<file path="src/rtl/dac_spi_pkg.sv">
// Shared definitions for the DAC SPI frame receiver: frame bit positions,
// default frame length and the receive state encoding.
package dac_spi_pkg;

    localparam int unsigned FRAME_BITS_DEFAULT = 16;

    // Bit positions inside a 16-bit DAC frame (bit 15 is sent first)
    localparam int unsigned AB_BIT   = 15;
    localparam int unsigned BUF_BIT  = 14;
    localparam int unsigned GA_BIT   = 13;
    localparam int unsigned SHDN_BIT = 12;
    localparam int unsigned DATA_MSB = 11;
    localparam int unsigned DATA_LSB = 2;

    typedef enum logic {
        IDLE  = 1'b0,
        SHIFT = 1'b1
    } rx_state_t;

endpackage

</file>
<file path="src/rtl/sync_edge.sv">
// Multi-flop synchroniser with registered edge pulses.
// Ports:
//   clk, rst_n : clock, async active-low reset
//   d          : asynchronous input
//   q          : synchronised level
//   rise, fall : one-cycle pulses, asserted in the cycle q takes its new value
// SYNC_STAGES must be at least 2.
module sync_edge #(
    parameter int unsigned SYNC_STAGES = 2,
    parameter logic        RST_VAL     = 1'b0
) (
    input  logic clk,
    input  logic rst_n,
    input  logic d,
    output logic q,
    output logic rise,
    output logic fall
);

    logic [SYNC_STAGES-1:0] chain;

    // Edge pulses compare the stage feeding q with q itself, so each pulse
    // lines up with the cycle in which q changes.
    always_ff @(posedge clk or negedge rst_n) begin
        if (!rst_n) begin
            chain <= {SYNC_STAGES{RST_VAL}};
            rise  <= 1'b0;
            fall  <= 1'b0;
        end else begin
            chain <= {chain[SYNC_STAGES-2:0], d};
            rise  <= chain[SYNC_STAGES-2] & ~chain[SYNC_STAGES-1];
            fall  <= ~chain[SYNC_STAGES-2] & chain[SYNC_STAGES-1];
        end
    end

    assign q = chain[SYNC_STAGES-1];

endmodule

</file>
<file path="src/rtl/dac_spi_rx.sv">
// Receiver for the serial DAC frame: synchronises SCK/CS/SDI/LD into sysclk,
// deserialises 16-bit frames, holds the last good frame as pending and
// copies it to the parallel outputs on an LD falling edge.
// Ports:
//   sysclk, rst_n           : clock, async active-low reset
//   dac_sck/cs/sdi/ld       : SPI pins (CS and LD active-low)
//   dac_value               : last loaded sample (0 when loaded in shutdown)
//   dac_buf/gain_n/shdn_n   : configuration bits of the last loaded frame
//   load_pulse              : one-cycle pulse when the outputs update
//   frame_err               : one-cycle pulse when a frame is rejected
//   busy                    : high while a frame is being shifted
module dac_spi_rx
    import dac_spi_pkg::*;
#(
    parameter int unsigned DATA_W      = 10,
    parameter int unsigned FRAME_BITS  = FRAME_BITS_DEFAULT,
    parameter int unsigned SYNC_STAGES = 2
) (
    input  logic              sysclk,
    input  logic              rst_n,
    input  logic              dac_sck,
    input  logic              dac_cs,
    input  logic              dac_sdi,
    input  logic              dac_ld,
    output logic [DATA_W-1:0] dac_value,
    output logic              dac_buf,
    output logic              dac_gain_n,
    output logic              dac_shdn_n,
    output logic              load_pulse,
    output logic              frame_err,
    output logic              busy
);

    localparam int unsigned      CNT_W    = $clog2(FRAME_BITS + 2);
    localparam logic [CNT_W-1:0] CNT_FULL = CNT_W'(FRAME_BITS);
    localparam logic [CNT_W-1:0] CNT_SAT  = CNT_W'(FRAME_BITS + 1);

    logic sck_q, sck_rise, sck_fall;
    logic cs_q, cs_rise, cs_fall;
    logic sdi_q, sdi_rise, sdi_fall;
    logic ld_q, ld_rise, ld_fall;
    logic sync_unused;

    rx_state_t             state;
    logic [FRAME_BITS-1:0] shreg;
    logic [CNT_W-1:0]      bit_cnt;
    logic                  pend_valid;
    logic [DATA_W-1:0]     pend_value;
    logic                  pend_buf;
    logic                  pend_gain_n;
    logic                  pend_shdn_n;

    logic              frame_ok_c;
    logic              load_c;
    logic [DATA_W-1:0] src_value_c;
    logic              src_buf_c;
    logic              src_gain_n_c;
    logic              src_shdn_n_c;

    // Idle levels are used as reset values so releasing reset does not
    // fabricate CS or LD edges.
    sync_edge #(.SYNC_STAGES(SYNC_STAGES), .RST_VAL(1'b0)) u_sync_sck (
        .clk(sysclk), .rst_n(rst_n), .d(dac_sck),
        .q(sck_q), .rise(sck_rise), .fall(sck_fall)
    );
    sync_edge #(.SYNC_STAGES(SYNC_STAGES), .RST_VAL(1'b1)) u_sync_cs (
        .clk(sysclk), .rst_n(rst_n), .d(dac_cs),
        .q(cs_q), .rise(cs_rise), .fall(cs_fall)
    );
    sync_edge #(.SYNC_STAGES(SYNC_STAGES), .RST_VAL(1'b0)) u_sync_sdi (
        .clk(sysclk), .rst_n(rst_n), .d(dac_sdi),
        .q(sdi_q), .rise(sdi_rise), .fall(sdi_fall)
    );
    sync_edge #(.SYNC_STAGES(SYNC_STAGES), .RST_VAL(1'b1)) u_sync_ld (
        .clk(sysclk), .rst_n(rst_n), .d(dac_ld),
        .q(ld_q), .rise(ld_rise), .fall(ld_fall)
    );

    assign sync_unused = ^{sck_q, sck_fall, sdi_rise, sdi_fall, ld_q, ld_rise};

    // Frame acceptance and load source; a frame completing in the same cycle
    // as an LD fall is forwarded straight to the outputs.
    always_comb begin
        frame_ok_c   = (state == SHIFT) && cs_rise && (bit_cnt == CNT_FULL)
                       && !shreg[AB_BIT];
        load_c       = ld_fall && cs_q && (pend_valid || frame_ok_c);
        src_value_c  = pend_value;
        src_buf_c    = pend_buf;
        src_gain_n_c = pend_gain_n;
        src_shdn_n_c = pend_shdn_n;
        if (frame_ok_c) begin
            src_value_c  = shreg[DATA_LSB +: DATA_W];
            src_buf_c    = shreg[BUF_BIT];
            src_gain_n_c = shreg[GA_BIT];
            src_shdn_n_c = shreg[SHDN_BIT];
        end
    end

    // Receive FSM, pending register and output registers
    always_ff @(posedge sysclk or negedge rst_n) begin
        if (!rst_n) begin
            state       <= IDLE;
            busy        <= 1'b0;
            shreg       <= '0;
            bit_cnt     <= '0;
            pend_valid  <= 1'b0;
            pend_value  <= '0;
            pend_buf    <= 1'b0;
            pend_gain_n <= 1'b1;
            pend_shdn_n <= 1'b1;
            dac_value   <= '0;
            dac_buf     <= 1'b0;
            dac_gain_n  <= 1'b1;
            dac_shdn_n  <= 1'b1;
            load_pulse  <= 1'b0;
            frame_err   <= 1'b0;
        end else begin
            load_pulse <= 1'b0;
            frame_err  <= 1'b0;

            case (state)
                IDLE: begin
                    if (cs_fall) begin
                        state   <= SHIFT;
                        busy    <= 1'b1;
                        shreg   <= '0;
                        bit_cnt <= '0;
                    end
                end
                SHIFT: begin
                    if (cs_rise) begin
                        state <= IDLE;
                        busy  <= 1'b0;
                        if (frame_ok_c) begin
                            pend_valid  <= 1'b1;
                            pend_value  <= src_value_c;
                            pend_buf    <= src_buf_c;
                            pend_gain_n <= src_gain_n_c;
                            pend_shdn_n <= src_shdn_n_c;
                        end else begin
                            frame_err <= 1'b1;
                        end
                    end else if (sck_rise) begin
                        shreg <= {shreg[FRAME_BITS-2:0], sdi_q};
                        // Saturating count keeps over-long frames distinguishable
                        if (bit_cnt != CNT_SAT) begin
                            bit_cnt <= bit_cnt + CNT_W'(1);
                        end
                    end
                end
                default: begin
                    state <= IDLE;
                    busy  <= 1'b0;
                end
            endcase

            // Placed after the FSM so a same-cycle load consumes the new frame
            if (load_c) begin
                dac_value  <= src_shdn_n_c ? src_value_c : '0;
                dac_buf    <= src_buf_c;
                dac_gain_n <= src_gain_n_c;
                dac_shdn_n <= src_shdn_n_c;
                load_pulse <= 1'b1;
                pend_valid <= 1'b0;
            end
        end
    end

endmodule

</file>
<file path="config.mk">
export PLATFORM = sky130hd
export DESIGN_NAME = dac_spi_rx
export DESIGN_NICKNAME = d
export VERILOG_FILES = /design/src/rtl/dac_spi_pkg.sv /design/src/rtl/sync_edge.sv /design/src/rtl/dac_spi_rx.sv
export SDC_FILE = /design/constraint.sdc
export NUM_CORES = 1
export LEC_CHECK = 0
export ABC_AREA = 1
export CELL_PAD_IN_SITES_DETAIL_PLACEMENT = 1
export CELL_PAD_IN_SITES_GLOBAL_PLACEMENT = 2
export CORE_ASPECT_RATIO = 0.8
export CORE_MARGIN = 4
export CORE_UTILIZATION = 43
export DETAILED_ROUTE_END_ITERATION = 8
export DONT_BUFFER_PORTS = 1
export PLACE_DENSITY_LB_ADDON = 0.1
export SLEW_MARGIN = 20
export SYNTH_ARGS = -nofsm -noshare
export SYNTH_HDL_FRONTEND = slang
export SYNTH_SLANG_ARGS = --single-unit
export TNS_END_PERCENT = 5
</file>
<file path="constraint.sdc">
create_clock -name sysclk -period 3.8 [get_ports sysclk]
set_input_delay 0.76 -clock sysclk [delete_from_list [all_inputs] [get_ports sysclk]]
set_output_delay 0.76 -clock sysclk [all_outputs]
set_load 0.005 [all_outputs]
</file>
### Yosys cells after proc, flatten, opt, wreduce, memory -nomap -nowiden

Cells that the tools add are included.

| cells by class | value |
|---|---|
| bitwise logic cells | 9 |
| multipliers | 0 |
| add/subtract/negate cells | 1 |
| shift-type cells | 0 |
| mux-type cells | 28 |
| reduce and logical (&&, ||, !) cells | 15 |
| div/mod/pow operators | 0 |
| magnitude comparators | 0 |
| equal/unequal tests | 7 |

Operators with widths:

| cell | count |
|---|---|
| $mux 16 | 3 |
| $pmux 16 s2 | 1 |
| $mux 10 | 2 |
| $mux 5 | 4 |
| $mux 1 | 15 |
| $pmux 5 s2 | 1 |
| $reduce_and 3->1 | 3 |
| $ne 2x1->1 const B | 4 |
| $reduce_bool 2->1 | 3 |
| $add 5x1->5 const B | 1 |
| $eq 5x5->1 const B | 1 |
| $logic_and 1x1->1 | 5 |
| $ne 5x5->1 const B | 1 |
| $not 1->1 | 5 |
| $and 1x1->1 | 4 |
| $pmux 1 s2 | 2 |
| $reduce_and 4->1 | 1 |
| $ne 2x2->1 const B | 1 |
| $reduce_and 2->1 | 1 |
| $logic_not 1->1 | 1 |
| $logic_or 1x1->1 | 1 |

| storage, ports and cells | value |
|---|---|
| ROM bits | 0 |
| register bits | 64 |
| logic and storage cells | 83 |
| memory bits (writable) | 0 |
| bits of input ports | 6 |
| bits in latches | 0 |
| memories | 0 |

### Depth between registers and ports, before layout

Gate-level depths: netlist of the first run.

| depth | value |
|---|---|
| depth in word-level cells | 7 |
| mapped depth | 10 |

### Modules after synthesis

From an unflattened synthesis of the first run, not the netlist that was laid out.

| unflattened totals | value |
|---|---|
| cell total of the unflattened synthesis | 254 |
| area total of the unflattened synthesis | 2633.8 um2 |

By module, submodules not included:

| module | cells an instance | times used | area an instance (um2) |
|---|---|---|---|
| dac_spi_rx | 222 | 1 | 2168.3 |
| sync_edge at u_sync_cs ... | 8 | 2 | 117.6 |
| sync_edge at u_sync_sck ... | 8 | 2 | 115.1 |

### Worst setup path before layout of the first run

OpenSTA, ideal clock, no wires.

| path | value |
|---|---|
| path kind | register -> register |
| from | register bit_cnt[0] |
| to | register dac_value[0] |
| arrival time | 1.330 ns |
| slack | 2.353 ns |
| path buffers | 1 |
| period minus slack after synthesis | 1.447 ns |
| cell stages (with the launch flop) | 11 |
| cell sequence | dfrtp_1 inv_1 ha_1 nand2_1 nor2_4 nand2_4 nand2_1 nand2_1 buf_4 nand3_1 nand2_1 |

| on the way | value |
|---|---|
| word-level cells in the longest chain between the ends | 5 |
| elaborated cells between the ends (all ways) | 8 |
| classes of those cells | eq/ne (1); mux (3); reduce/logical (4) |

RTL lines:

| what | line | text |
|---|---|---|
| from (decl) | dac_spi_rx.sv:46 | `logic [CNT_W-1:0] bit_cnt;` |
| from (signal assigned) | dac_spi_rx.sv:147 | `bit_cnt <= bit_cnt + CNT_W'(1);` |
| $eq 5x5->1 * | dac_spi_rx.sv:84 | `frame_ok_c = (state == SHIFT) && cs_rise && (bit_cnt == CNT_FULL)` |
| $logic_and 1x1->1 * | dac_spi_rx.sv:84 |  |
| $logic_and 1x1->1 * | dac_spi_rx.sv:85 | `&& !shreg[AB_BIT];` |
| $mux 10 (tied with other cells) | dac_spi_rx.sv:91 | `if (frame_ok_c) begin` |
| $mux 10 / $logic_and 1x1->1 (equally long branches) | dac_spi_rx.sv:159, dac_spi_rx.sv:86 |  |
| to (signal assigned) | dac_spi_rx.sv:159 | `dac_value <= src_shdn_n_c ? src_value_c : '0;` |
| to (decl) | dac_spi_rx.sv:25 | `output logic [DATA_W-1:0] dac_value,` |

Every way passes the cells marked *; elsewhere a longest branch is shown, timed or not.
A chain may end at the register's enable or synchronous reset.

### Worst setup path after layout of the first run

| path | value |
|---|---|
| from | register bit_cnt[0] |
| to | register dac_value[3] |

The elaborated chain is that of the path after synthesis.

==> summary.md, run 1 <==
| Metric | Value |
|---|---|
| Cell taking the most area after synthesis | dfrtp_1 |
| Routed via count | roughly 1600 |
| GPL Wtd Cong | 0.813 |
| Register area | ~1600 um2 |
| YS warnings | 0 |
| Placed Instances | 313 |
| Switching share of power | 24.3% |
| Clock Sinks | between 60 and 70 |
| Slowest cell on crit path | dfrtp_1 |
| Mapped cell area | around 2500 um2 |
| CTS tree | done |
| Crit Path Category | reg2reg |
| Max Clk Rate | between 500 and 600 MHz |
| Total grt overflow | 0 |
| Hold WC Path Type | in2async |
| Crit path max-delay family | simple AND/OR/NAND/NOR gates |
| Post-DRT Antenna Nets | 0 |
| CORE AREA | roughly 5600 um2 |
| Met2 routed WL | approximately 2000 um |
| CP dominant cell by count | nand2_1 |
| Area growth, synth to finish | 8.51% |
| Initial DRC Count | 46 |
| DRT Pass-1 Iters | 4 |
| Top cells by count, synth | 67 x nand2_1, 56 x dfrtp_1, 30 x nand3_1, 25 x inv_1, 14 x o22ai_1 |
| Nets | 255 |
| Final setup TNS | 0 ps |
| FP Rows | 24 |
| Worst Path Required | around 4000 ps |
| Share of synthesized registers carrying an async set or reset | 100% |
| Switch Pwr | approximately 0.00033 W |
| Initial antenna violation count | 0 |
| Initial Utilization | a little under half |
| Syn Area/Cell | a little over 10 um2 |
| Worst slew margin | roughly 74% |
| Combinational share of power | under 10% |
| Total track usage | between 15 and 20% |
| Post-synthesis instance total | 245 |
| Top Metal Used | met4 |
| Vias per std cell | 4.92 |
| CTS clk-pin slew, worst paths | about 70 ps |
| Fin. Hold Viols | 0 |
| CP max stage delay | 440 ps |
| H-tree depth | 3 |
| Pwr dens | approximately 500 nW/um2 |
| Multi-input combinational cell area | 731 um2 |
| DP Worst Slack | around 1900 ps |
| Worst Setup Slack, final | about 1900 ps |
| CP Capture Type | flop |
| Clock root buffer | clkbuf_8 |
| Die width | 93.5 um |
| Number of max-cap violations | 0 |
| PostCTS Resize Cnt | 0 |
| Main synth FF type | dfrtp_1 |
| Clk pwr share | about two fifths |
| Leak | between 1 and 1.5 nW |
| Crit path cell chain | inv_1, ha_1, nand2_1, nor2_4, nand2_4, nand2_1, nand2_1, nand3_1, nand2_1 |
| Hold bufs inserted after CTS | 0 |
| CP arrival | ~2200 ps |
| Most area-consuming cells after synthesis | dfrtp_1 56%, nand2_1 10%, dfstp_2 8.4% |
| Peak VDD IR | 0.000259 V |
| Yosys reg bits | 64 |
| Io pins | 22 |
| Max-slew violation count | 0 |
| # fillers | approximately 650 |
| Final period util | 51.3% |
| Syn Nets | about 250 |
| Setup Buffers After CTS | 0 |
| CP Launch Type | flop |
| Die area | roughly 7000 um2 |
| Post-DP HPWL | 3340 um |
| Worst-case hold slack | approximately 110 ps |
| Yosys cell types | 24 |
| Internal power | 0.00104 W |
| RSZ-0062 raised after global routing | false |
| Sequential area share after synthesis | 64.1% |
| Final setup viols | 0 |
| First-pass GRT wire length | roughly 8500 um |
| Avg WL per Cell | between 10 and 15 um |
| CTS Buffer Depth | 2 |
| Number of buffers created by CTS | 9 |
| Post-Route WL | roughly 4900 um |
| Min Tclk post-route | 1950 ps |
| Sequential power share | 54.1% |
| Clk Latency, worst-skew pair | between 300 and 400 ps |
| Critical path buffers and inverters | 1 |
| Metal3 WL | 278 um |
| Largest net degree at the start of global routing | 65 |
| Die Span Y | roughly 76 um |
| Post-synth top area share | 55.7% |
| Skew final | between 7 and 8 ps |
| I/O Buffers | 0 |
| Status | completed |
| Post-route insts no fill | 329 |
| Diodes inserted | 0 |
| Wl on met1 | approximately 2400 um |
| Cell with the most instances after synthesis | nand2_1 |
| Worst Max-Slew Pin Slew | between 300 and 400 ps |
| Post-synth EDFFs | 0 |
| Share of post-route cells with drive strength above 1 | between 10% and 20% |
| Drt drc | 0 |
| Crit path max fanout | 18 |
| Vias in the first global route | about 1800 |
## worst paths after layout
path | cells after the start | slack [ps] | end | startpoint
max | 9 | 1850 | dac_value[3] | bit_cnt[0]
min | 0 | 110 | bit_cnt[2] | rst_n
max reg2reg | 9 | 1850 | dac_value[3] | bit_cnt[0]
min reg2reg | 0 | 360 | u_sync_sdi.chain[1] | u_sync_sdi.chain[0]
max in group asynchronous | 0 | 3480 | u_sync_ld.chain[1] | rst_n
min in group sysclk | 0 | 360 | u_sync_sdi.chain[1] | u_sync_sdi.chain[0]
## sequential cells by signal, indices dropped and copies added (netlist names), 2 cells and up
signal and count:
pend_value 10, u_sync_cs.chain 2, u_sync_sdi.chain 2, shreg 16, bit_cnt 5, dac_value 10
u_sync_ld.chain 2, u_sync_sck.chain 2
## kinds of logic (layout without fill, tap and decap cells)
| group | Yosys count | count (layout) | synth area share (%) |
|---|---|---|---|
| simple gates | 113 | 113 | 20.1 |
| flops | 64 | 64 | 64.1 |
| buf+inv | 37 | 43 | 6.87 |
| compound gates | 28 | 28 | 7.41 |
| fa+ha+maj | 3 | 3 | 1.49 |
## through the flow
stage / util (%) / power [W] / cell area (um2)
2_1_floorplan: - / 0.000812 / 2510
3_3_place_gp: 45.7 / 0.000821 / 2540
3_5_place_dp: 45.7 / 0.000830 / 2540
4_1_cts: 49.1 / 0.00138 / 2730
5_1_grt: 49.1 / 0.00144 / 2730
6_report: 49.1 / 0.00137 / 2730
## final cells by class
cell class / count / area share [%]
Sequential cell: 64 / 59.1
Multi-Input combinational cell: 144 / 26.8
Clock buffer: 10 / 4.68
Tap cell: 78 / 3.58
Clock inverter: 6 / 2.20
Inverter: 27 / 3.71
## power groups by stage
| stage | Combinational, W | Sequential (W) | Clock, W |
|---|---|---|---|
| after CTS | 0.0000775 | 0.000740 | 0.000567 |
| after global placement | 0.0000727 | 0.000748 | 0 |
| after global routing | 0.0000895 | 0.000744 | 0.000604 |
| final | 0.0000757 | 0.000740 | 0.000553 |
| after floorplan | 0.0000734 | 0.000739 | 0 |
| after detailed placement | 0.0000770 | 0.000753 | 0 |
## per-layer routing
metal	vias up	track usage, %
li1	789	-
met1	786	21.9
met2	32	21.3
met3	11	5.13
met4	0	7.03
met5	-	0
## cells in the final DEF, fill, tap and decap left out, types with 3 or more instances in the layout
cell type / n
clkinv_2: 3
nand3_1: 30
inv_1: 25
dfstp_2: 8
o22ai_1: 14
nor2_1: 6
clkbuf_8: 9
dfrtp_1: 56
o21ai_0: 8
ha_1: 3
nand2_1: 67
nand2_2: 3
Note: power is estimated with default switching activity, not from simulation.
==> run 2: changes to the inputs <==
--- a/config.mk
+++ b/config.mk
@@ -10,7 +10,7 @@
 export CELL_PAD_IN_SITES_GLOBAL_PLACEMENT = 2
 export CORE_ASPECT_RATIO = 0.8
 export CORE_MARGIN = 4
-export CORE_UTILIZATION = 43
+export CORE_UTILIZATION = 36
 export DETAILED_ROUTE_END_ITERATION = 8
 export DONT_BUFFER_PORTS = 1
 export PLACE_DENSITY_LB_ADDON = 0.1
==> constraint.sdc (replaced) <==
create_clock -name sysclk -period 1.7 [get_ports sysclk]
set_input_delay 0.34 -clock sysclk [delete_from_list [all_inputs] [get_ports sysclk]]
set_output_delay 0.34 -clock sysclk [all_outputs]
set_load 0.005 [all_outputs]
==> summary.md, run 2 (synthesized netlist as in run 1, its figures left out) <==
| Metric | Value |
|---|---|
| Worst Path Required | 1990 ps (was 4030 ps) |
| CTS tree | done (unchanged) |
| Sequential power share | 47.9% (was 54.1%) |
| I/O Buffers | 0 (unchanged) |
| Failing checks | hold timing |
| CP dominant cell by count | nand2_1 (unchanged) |
| Nets | 270 (was 255) |
| Post-DRT Antenna Nets | 0 (unchanged) |
| Switching share of power | 24.1% (was 24.3%) |
| Worst Setup Slack, final | 190 ps (was 1850 ps) |
| Worst Max-Slew Pin Slew | 392 ps (was 389 ps) |
| Hold WC Path Type | in2async (unchanged) |
| Crit path cell chain | inv_1, ha_1, nand2_1, nor2_4, nand2_4, buf_6, o21ai_0, nand2_1, nand2_1 (was inv_1, ha_1, nand2_1, nor2_4, nand2_4, nand2_1, nand2_1, nand3_1, nand2_1) |
| Post-DP HPWL | 3300 um (was 3340 um) |
| Combinational share of power | 7.8% (was 5.5%) |
| Largest net degree at the start of global routing | 65 (unchanged) |
| Peak VDD IR | 0.000577 V (was 0.000259 V) |
| GPL Wtd Cong | 0.732 (was 0.813) |
| Die area | 8400 um2 (was 7140 um2) |
| Multi-input combinational cell area | 733 um2 (was 731 um2) |
| Drt drc | 0 (unchanged) |
| Skew final | 10.6 ps (was 7.87 ps) |
| Most frequent cells in the layout | 66 x nand2_1, 56 x dfrtp_1, 30 x nand3_1 (was 67 x nand2_1, 56 x dfrtp_1, 30 x nand3_1) |
| CTS clk-pin slew, worst paths | 80 ps (was 70 ps) |
| Final setup TNS | 0 ps (unchanged) |
| Clock root buffer | clkbuf_8 (unchanged) |
| Crit Path Category | reg2reg (unchanged) |
| Biggest regs | shreg (16), dac_value (10), pend_value (10) (unchanged) |
| Die width | 101 um (was 93.5 um) |
| Final setup viols | 0 (unchanged) |
| First-pass GRT wire length | 8870 um (was 8490 um) |
| Max-slew violation count | 0 (unchanged) |
| CP arrival | 1800 ps (was 2180 ps) |
| Max FFs per register | 16 (unchanged) |
| DRT Pass-1 Iters | 4 (unchanged) |
| Fin. Hold Viols | 64 (was 0) |
| Number of max-cap violations | 0 (unchanged) |
| Reg2reg start | bit_cnt[0] (unchanged) |
| Vias per std cell | 4.66 (was 4.92) |
| Io pins | 22 (unchanged) |
| Clk pwr share | 44.3% (was 40.4%) |
| Flop-to-flop setup slack | 190 ps (was 1850 ps) |
| Number of buffers created by CTS | 9 (unchanged) |
| Initial Utilization | 38.3% (was 45.3%) |
| H-tree depth | 3 (unchanged) |
| Avg WL per Cell | 14.5 um (was 14.7 um) |
| Hold bufs inserted after CTS | 4 (was 0) |
| DP Worst Slack | 71.2 ps (was 1850 ps) |
| Register area | 1610 um2 (unchanged) |
| Post-Route WL | 5090 um (was 4850 um) |
| Crit path max fanout | 13 (was 18) |
| Die Span Y | 82.8 um (was 76.4 um) |
| Switch Pwr | 0.000815 W (was 0.000333 W) |
| # fillers | 731 (was 645) |
| CP Capture Type | flop (unchanged) |
| Initial DRC Count | 27 (was 46) |
| Min Tclk post-route | 1510 ps (was 1950 ps) |
| Area growth, synth to finish | 16.1% (was 8.51%) |
| Commonest non-fill, non-tap cell in the layout | nand2_1 (unchanged) |
| Most flops, register | shreg (unchanged) |
| Total grt overflow | 0 (unchanged) |
| Path depth of the worst reg2reg path | 9 (unchanged) |
| Status | finished with violations (was completed) |
| Internal power | 0.00256 W (was 0.00104 W) |
| Worst slew margin | 73.8% (was 74.0%) |
| RSZ-0062 raised after global routing | false (unchanged) |
| CORE AREA | 6570 um2 (was 5560 um2) |
| Vias in the first global route | 1686 (was 1779) |
| Diodes inserted | 0 (unchanged) |
| Share of post-route cells with drive strength above 1 | 18.4% (was 14.3%) |
| Max Clk Rate | 662 MHz (was 513 MHz) |
| FP Rows | 26 (was 24) |
| Critical R2R Capture | dac_gain_n (was dac_value[3]) |
| Initial antenna violation count | 0 (unchanged) |
| Util after Layout | 44.4% (was 49.1%) |
| Slowest cell on crit path | dfrtp_1 (unchanged) |
| CP Launch Type | flop (unchanged) |
| Worst-case hold slack | -320 ps (was 113 ps) |
| Final period util | 88.8% (was 51.3%) |
| Routed via count | 1632 (was 1618) |
| CTS Buffer Depth | 2 (unchanged) |
| Pwr dens | 1160 nW/um2 (was 501 nW/um2) |
| Clock Sinks | 64 (unchanged) |
| Total track usage | 14.2% (was 15.5%) |
| CP max stage delay | 390 ps (was 440 ps) |
| Clk Latency, worst-skew pair | 350 ps (was 340 ps) |
| Leak | 1.43 nW (was 1.34 nW) |
[run 2: cell count changes in the layout (fill, tap and decap cells not counted), sizes merged]
cell         change
dlygate4sd3      +4
buf             +11
bufinv           +1
clkinv           -1
[run 2: worst max-delay path, delay by kind of cell, from the launching register on]
kind / cells / cell delay [ps]
DFF: 1 / 390
AOI/OAI and AO/OA: 1 / 200
and+or+nand+nor: 5 / 470
buffers and inverters: 2 / 240
adders and majority gates: 1 / 150
[run 2: layout make-up]
cell class | count | area share [%]
Clock buffer | 10 | 4.71
Clock inverter | 6 | 3.17
Inverter | 27 | 3.47
Multi-Input combinational cell | 144 | 25.1
Sequential cell | 64 | 55.2
Tap cell | 84 | 3.60
Timing Repair Buffer | 15 | 4.76
[run 2: stage by stage]
stage | power (W) | area (um2) | std cells | hold WS [ps]
final | 0.00338 | 2920 | 350 | -320
after global routing | 0.00354 | 2920 | 350 | -350
after CTS | 0.00343 | 2890 | 349 | -338
after detailed placement | 0.00190 | 2620 | 329 | 46.3
after global placement | 0.00190 | 2620 | 329 | 46.1
after floorplan | 0.00182 | 2510 | 245 | 44.4
[run 2: repair_timing]
item	4_1_cts	5_1_grt
buffers inserted	0	1
resized for setup	0	3
endpoints found under the setup margin	0	13
endpoints found under the hold margin	68	64
[run 2: power groups by stage]
stage / Sequential, W / Combinational [W] / Clock, W
final: 0.00162 / 0.000264 / 0.00150
after global routing: 0.00162 / 0.000310 / 0.00161
after CTS: 0.00162 / 0.000267 / 0.00154
after detailed placement: 0.00165 / 0.000258 / 0
after global placement: 0.00164 / 0.000258 / 0
after floorplan: 0.00165 / 0.000164 / 0
[run 2: how the worst max path moves through the flow]
stage	start	depth (start not counted)	slack, ps	to
after floorplan	bit_cnt[0]	10	250	dac_value[0]
after CTS	bit_cnt[0]	9	40	dac_value[8]
final	bit_cnt[0]	9	190	dac_gain_n
after detailed placement	bit_cnt[0]	9	70	dac_value[8]
after global placement	bit_cnt[1]	9	150	dac_value[5]
after global routing	bit_cnt[0]	9	2	dac_value[5]
[run 2: routing by layer]
metal  vias to the layer above  part of all wire, %  global-route usage, %
li1                        819                    -                      -
met1                       779                   55                   21.2
met4                         0                  1.5                   5.58
met3                         8                  4.8                   5.29
met2                        26                   39                   18.3
met5                         -                    0                      0
==> run 3: changes to the inputs <==
--- a/config.mk
+++ b/config.mk
@@ -8,7 +8,6 @@
 export ABC_AREA = 1
 export CELL_PAD_IN_SITES_DETAIL_PLACEMENT = 1
 export CELL_PAD_IN_SITES_GLOBAL_PLACEMENT = 2
-export CORE_ASPECT_RATIO = 0.8
 export CORE_MARGIN = 4
 export CORE_UTILIZATION = 36
 export DETAILED_ROUTE_END_ITERATION = 8
==> summary.md, run 3 (synthesized netlist as in run 1, its figures left out) <==
| Metric | Value |
|---|---|
| Initial Utilization | 37.0% (was 38.3%) |
| Final setup viols | 0 (unchanged) |
| Max Clk Rate | 647 MHz (was 662 MHz) |
| Util after Layout | 42.8% (was 44.4%) |
| Peak VDD IR | 0.000501 V (was 0.000577 V) |
| Placed inst area | 2640 um2 (was 2620 um2) |
| Post-route insts no fill | 360 (was 350) |
| Crit Path Category | reg2reg (unchanged) |
| Initial DRC Count | 44 (was 27) |
| Slowest cell on crit path | dfrtp_1 (unchanged) |
| Final period util | 90.9% (was 88.8%) |
| Commonest non-fill, non-tap cell in the layout | nand2_1 (unchanged) |
| DRT Pass-1 Iters | 4 (unchanged) |
| I/O Buffers | 0 (unchanged) |
| Max FFs per register | 16 (unchanged) |
| Fin. Hold Viols | 64 (unchanged) |
| Clock Sinks | 64 (unchanged) |
| Clock root buffer | clkbuf_8 (unchanged) |
| Routed via count | 1666 (was 1632) |
| CTS clk-pin slew, worst paths | 80 ps (about the same) |
| Initial antenna violation count | 0 (unchanged) |
| CP arrival | 1820 ps (was 1800 ps) |
| Nets | 268 (was 270) |
| CP dominant cell by count | nand2_1 (unchanged) |
| Flop-to-flop setup slack | 150 ps (was 190 ps) |
| First-pass GRT wire length | 8670 um (was 8870 um) |
| Post-DRT Antenna Nets | 0 (unchanged) |
| Setup crit start | bit_cnt[1] (was bit_cnt[0]) |
| CP Capture Type | flop (unchanged) |
| Worst Path Required | 1980 ps (was 1990 ps) |
| CP max stage delay | 390 ps (about the same) |
| Placed Instances | 341 (was 329) |
| Clk Latency, worst-skew pair | 340 ps (was 350 ps) |
| RSZ-0062 raised after global routing | true (was false) |
| Reg2reg start | bit_cnt[1] (was bit_cnt[0]) |
| Vias per std cell | 4.63 (was 4.66) |
| FP Rows | 30 (was 26) |
| Crit path cell chain | inv_1, ha_1, nand2_1, nor2_4, nand2_4, buf_4, o21ai_0, nand2_1, nand2_1 (was inv_1, ha_1, nand2_1, nor2_4, nand2_4, buf_6, o21ai_0, nand2_1, nand2_1) |
| Critical path buffers and inverters | 2 (unchanged) |
| Drt drc | 0 (unchanged) |
| Total track usage | 13.6% (was 14.2%) |
| Avg WL per Cell | 14.4 um (was 14.5 um) |
| Post-Route WL | 5170 um (was 5090 um) |
| Hold bufs inserted after CTS | 2 (was 4) |
| Worst-case hold slack | -306 ps (was -320 ps) |
| Die width | 91.6 um (was 101 um) |
| Post-DP HPWL | 3450 um (was 3300 um) |
| Crit path max-delay family | simple AND/OR/NAND/NOR gates (unchanged) |
| Pwr dens | 1150 nW/um2 (was 1160 nW/um2) |
| Worst Max-Slew Pin Slew | 381 ps (was 392 ps) |
| Vias in the first global route | 1687 (was 1686) |
| Min Tclk post-route | 1550 ps (was 1510 ps) |
| Hold WC Path Type | in2async (unchanged) |
| Most flops, register | shreg (unchanged) |
| CTS Buffer Depth | 2 (unchanged) |
| CP Launch Type | flop (unchanged) |
| Die area | 8390 um2 (was 8400 um2) |
| Crit path max fanout | 9 (was 13) |
| Tot Pwr | 0.00335 W (was 0.00338 W) |
| GPL Wtd Cong | 0.738 (was 0.732) |
| Biggest regs | shreg (16), dac_value (10), pend_value (10) (unchanged) |
| Number of max-cap violations | 0 (unchanged) |
| CTS tree | done (unchanged) |
| Status | finished with violations (unchanged) |
| Area growth, synth to finish | 15.5% (was 16.1%) |
| Total grt overflow | 0 (unchanged) |
| Leak | 1.43 nW (about the same) |
| Die Span Y | 91.6 um (was 82.8 um) |
| Diodes inserted | 0 (unchanged) |
| Skew final | 13.2 ps (was 10.6 ps) |
| Worst slew margin | 74.6% (was 73.8%) |
| Number of buffers created by CTS | 9 (unchanged) |
| Fin area | 2910 um2 (was 2920 um2) |
| Most frequent cells in the layout | 66 x nand2_1, 56 x dfrtp_1, 30 x nand3_1 (unchanged) |
| Failing checks | hold timing (unchanged) |
| H-tree depth | 3 (unchanged) |
| CORE AREA | 6790 um2 (was 6570 um2) |
| Share of post-route cells with drive strength above 1 | 17.8% (was 18.4%) |
| Largest net degree at the start of global routing | 65 (unchanged) |
| Io pins | 22 (unchanged) |
| Max-slew violation count | 0 (unchanged) |
[run 3: changes by cell type in the layout (fill, tap and decap cells not counted)]
cell / change
clkinv_2: +1
dlygate4sd3_1: -2
buf_4: +1
clkinv_4: -2
o21ai_0: +1
buf_6: -1
o21ai_1: -1
clkbuf_1: +2
clkinvlp_4: -2
clkbuf_8: +1
[run 3: final cells by class]
cell class	instances	area [um2]
sequential	64	1610
multi-input combinational	144	733
timing repair buffer	13	115
inverter	27	101
fill	766	3890
clock buffer	13	159
tap	96	120
clock inverter	3	65.1
[run 3: stage by stage]
stage / hold WS (ps) / setup WS [ps] / TNS [ps]
CTS: -332 / 31.6 / 0
detailed placement: 47.1 / 49.5 / 0
floorplan: 44.4 / 253 / 0
finish: -306 / 154 / 0
global placement: 46.6 / 124 / 0
global route: -341 / -5.72 / -8.05
[run 3: per-layer routing]
metal  GRT usage [%]  share of wire, %
met5               0                 0
met4            6.41               1.6
met3            4.64               4.0
met2            19.0                43
met1            18.8                51
[run 3: path summary, 6_finish.rpt]
kind,endpoint,cells past startpoint
worst min register to register,u_sync_sdi.chain[1],0
worst max register to register,dac_gain_n,9
worst min-delay path,dac_value[4],0
worst max-delay path,dac_gain_n,9
min in group sysclk,u_sync_sdi.chain[0],0
max in group asynchronous,pend_shdn_n,0
[run 3: what timing repair did]
item,4_1_cts,5_1_grt
buffers inserted,0,1
resized for setup,0,1
endpoints found under the hold margin,66,64
setup endpoints to repair,0,13
[run 3: worst reg2reg max path, stage by stage, from the launching register on]
cell     delay, ps
dfrtp_1        390
inv_1           80
ha_1           140
nand2_1         80
nor2_4         130
nand2_4        120
buf_4          170
o21ai_0        230
nand2_1         90
nand2_1         70
[run 3: where the power goes]
part / switching, W / internal (W) / total, W
clock network: 0.000562 / 0.000905 / 0.00147
registers: 0.0000317 / 0.00159 / 0.00162
logic: 0.000157 / 0.000104 / 0.000262
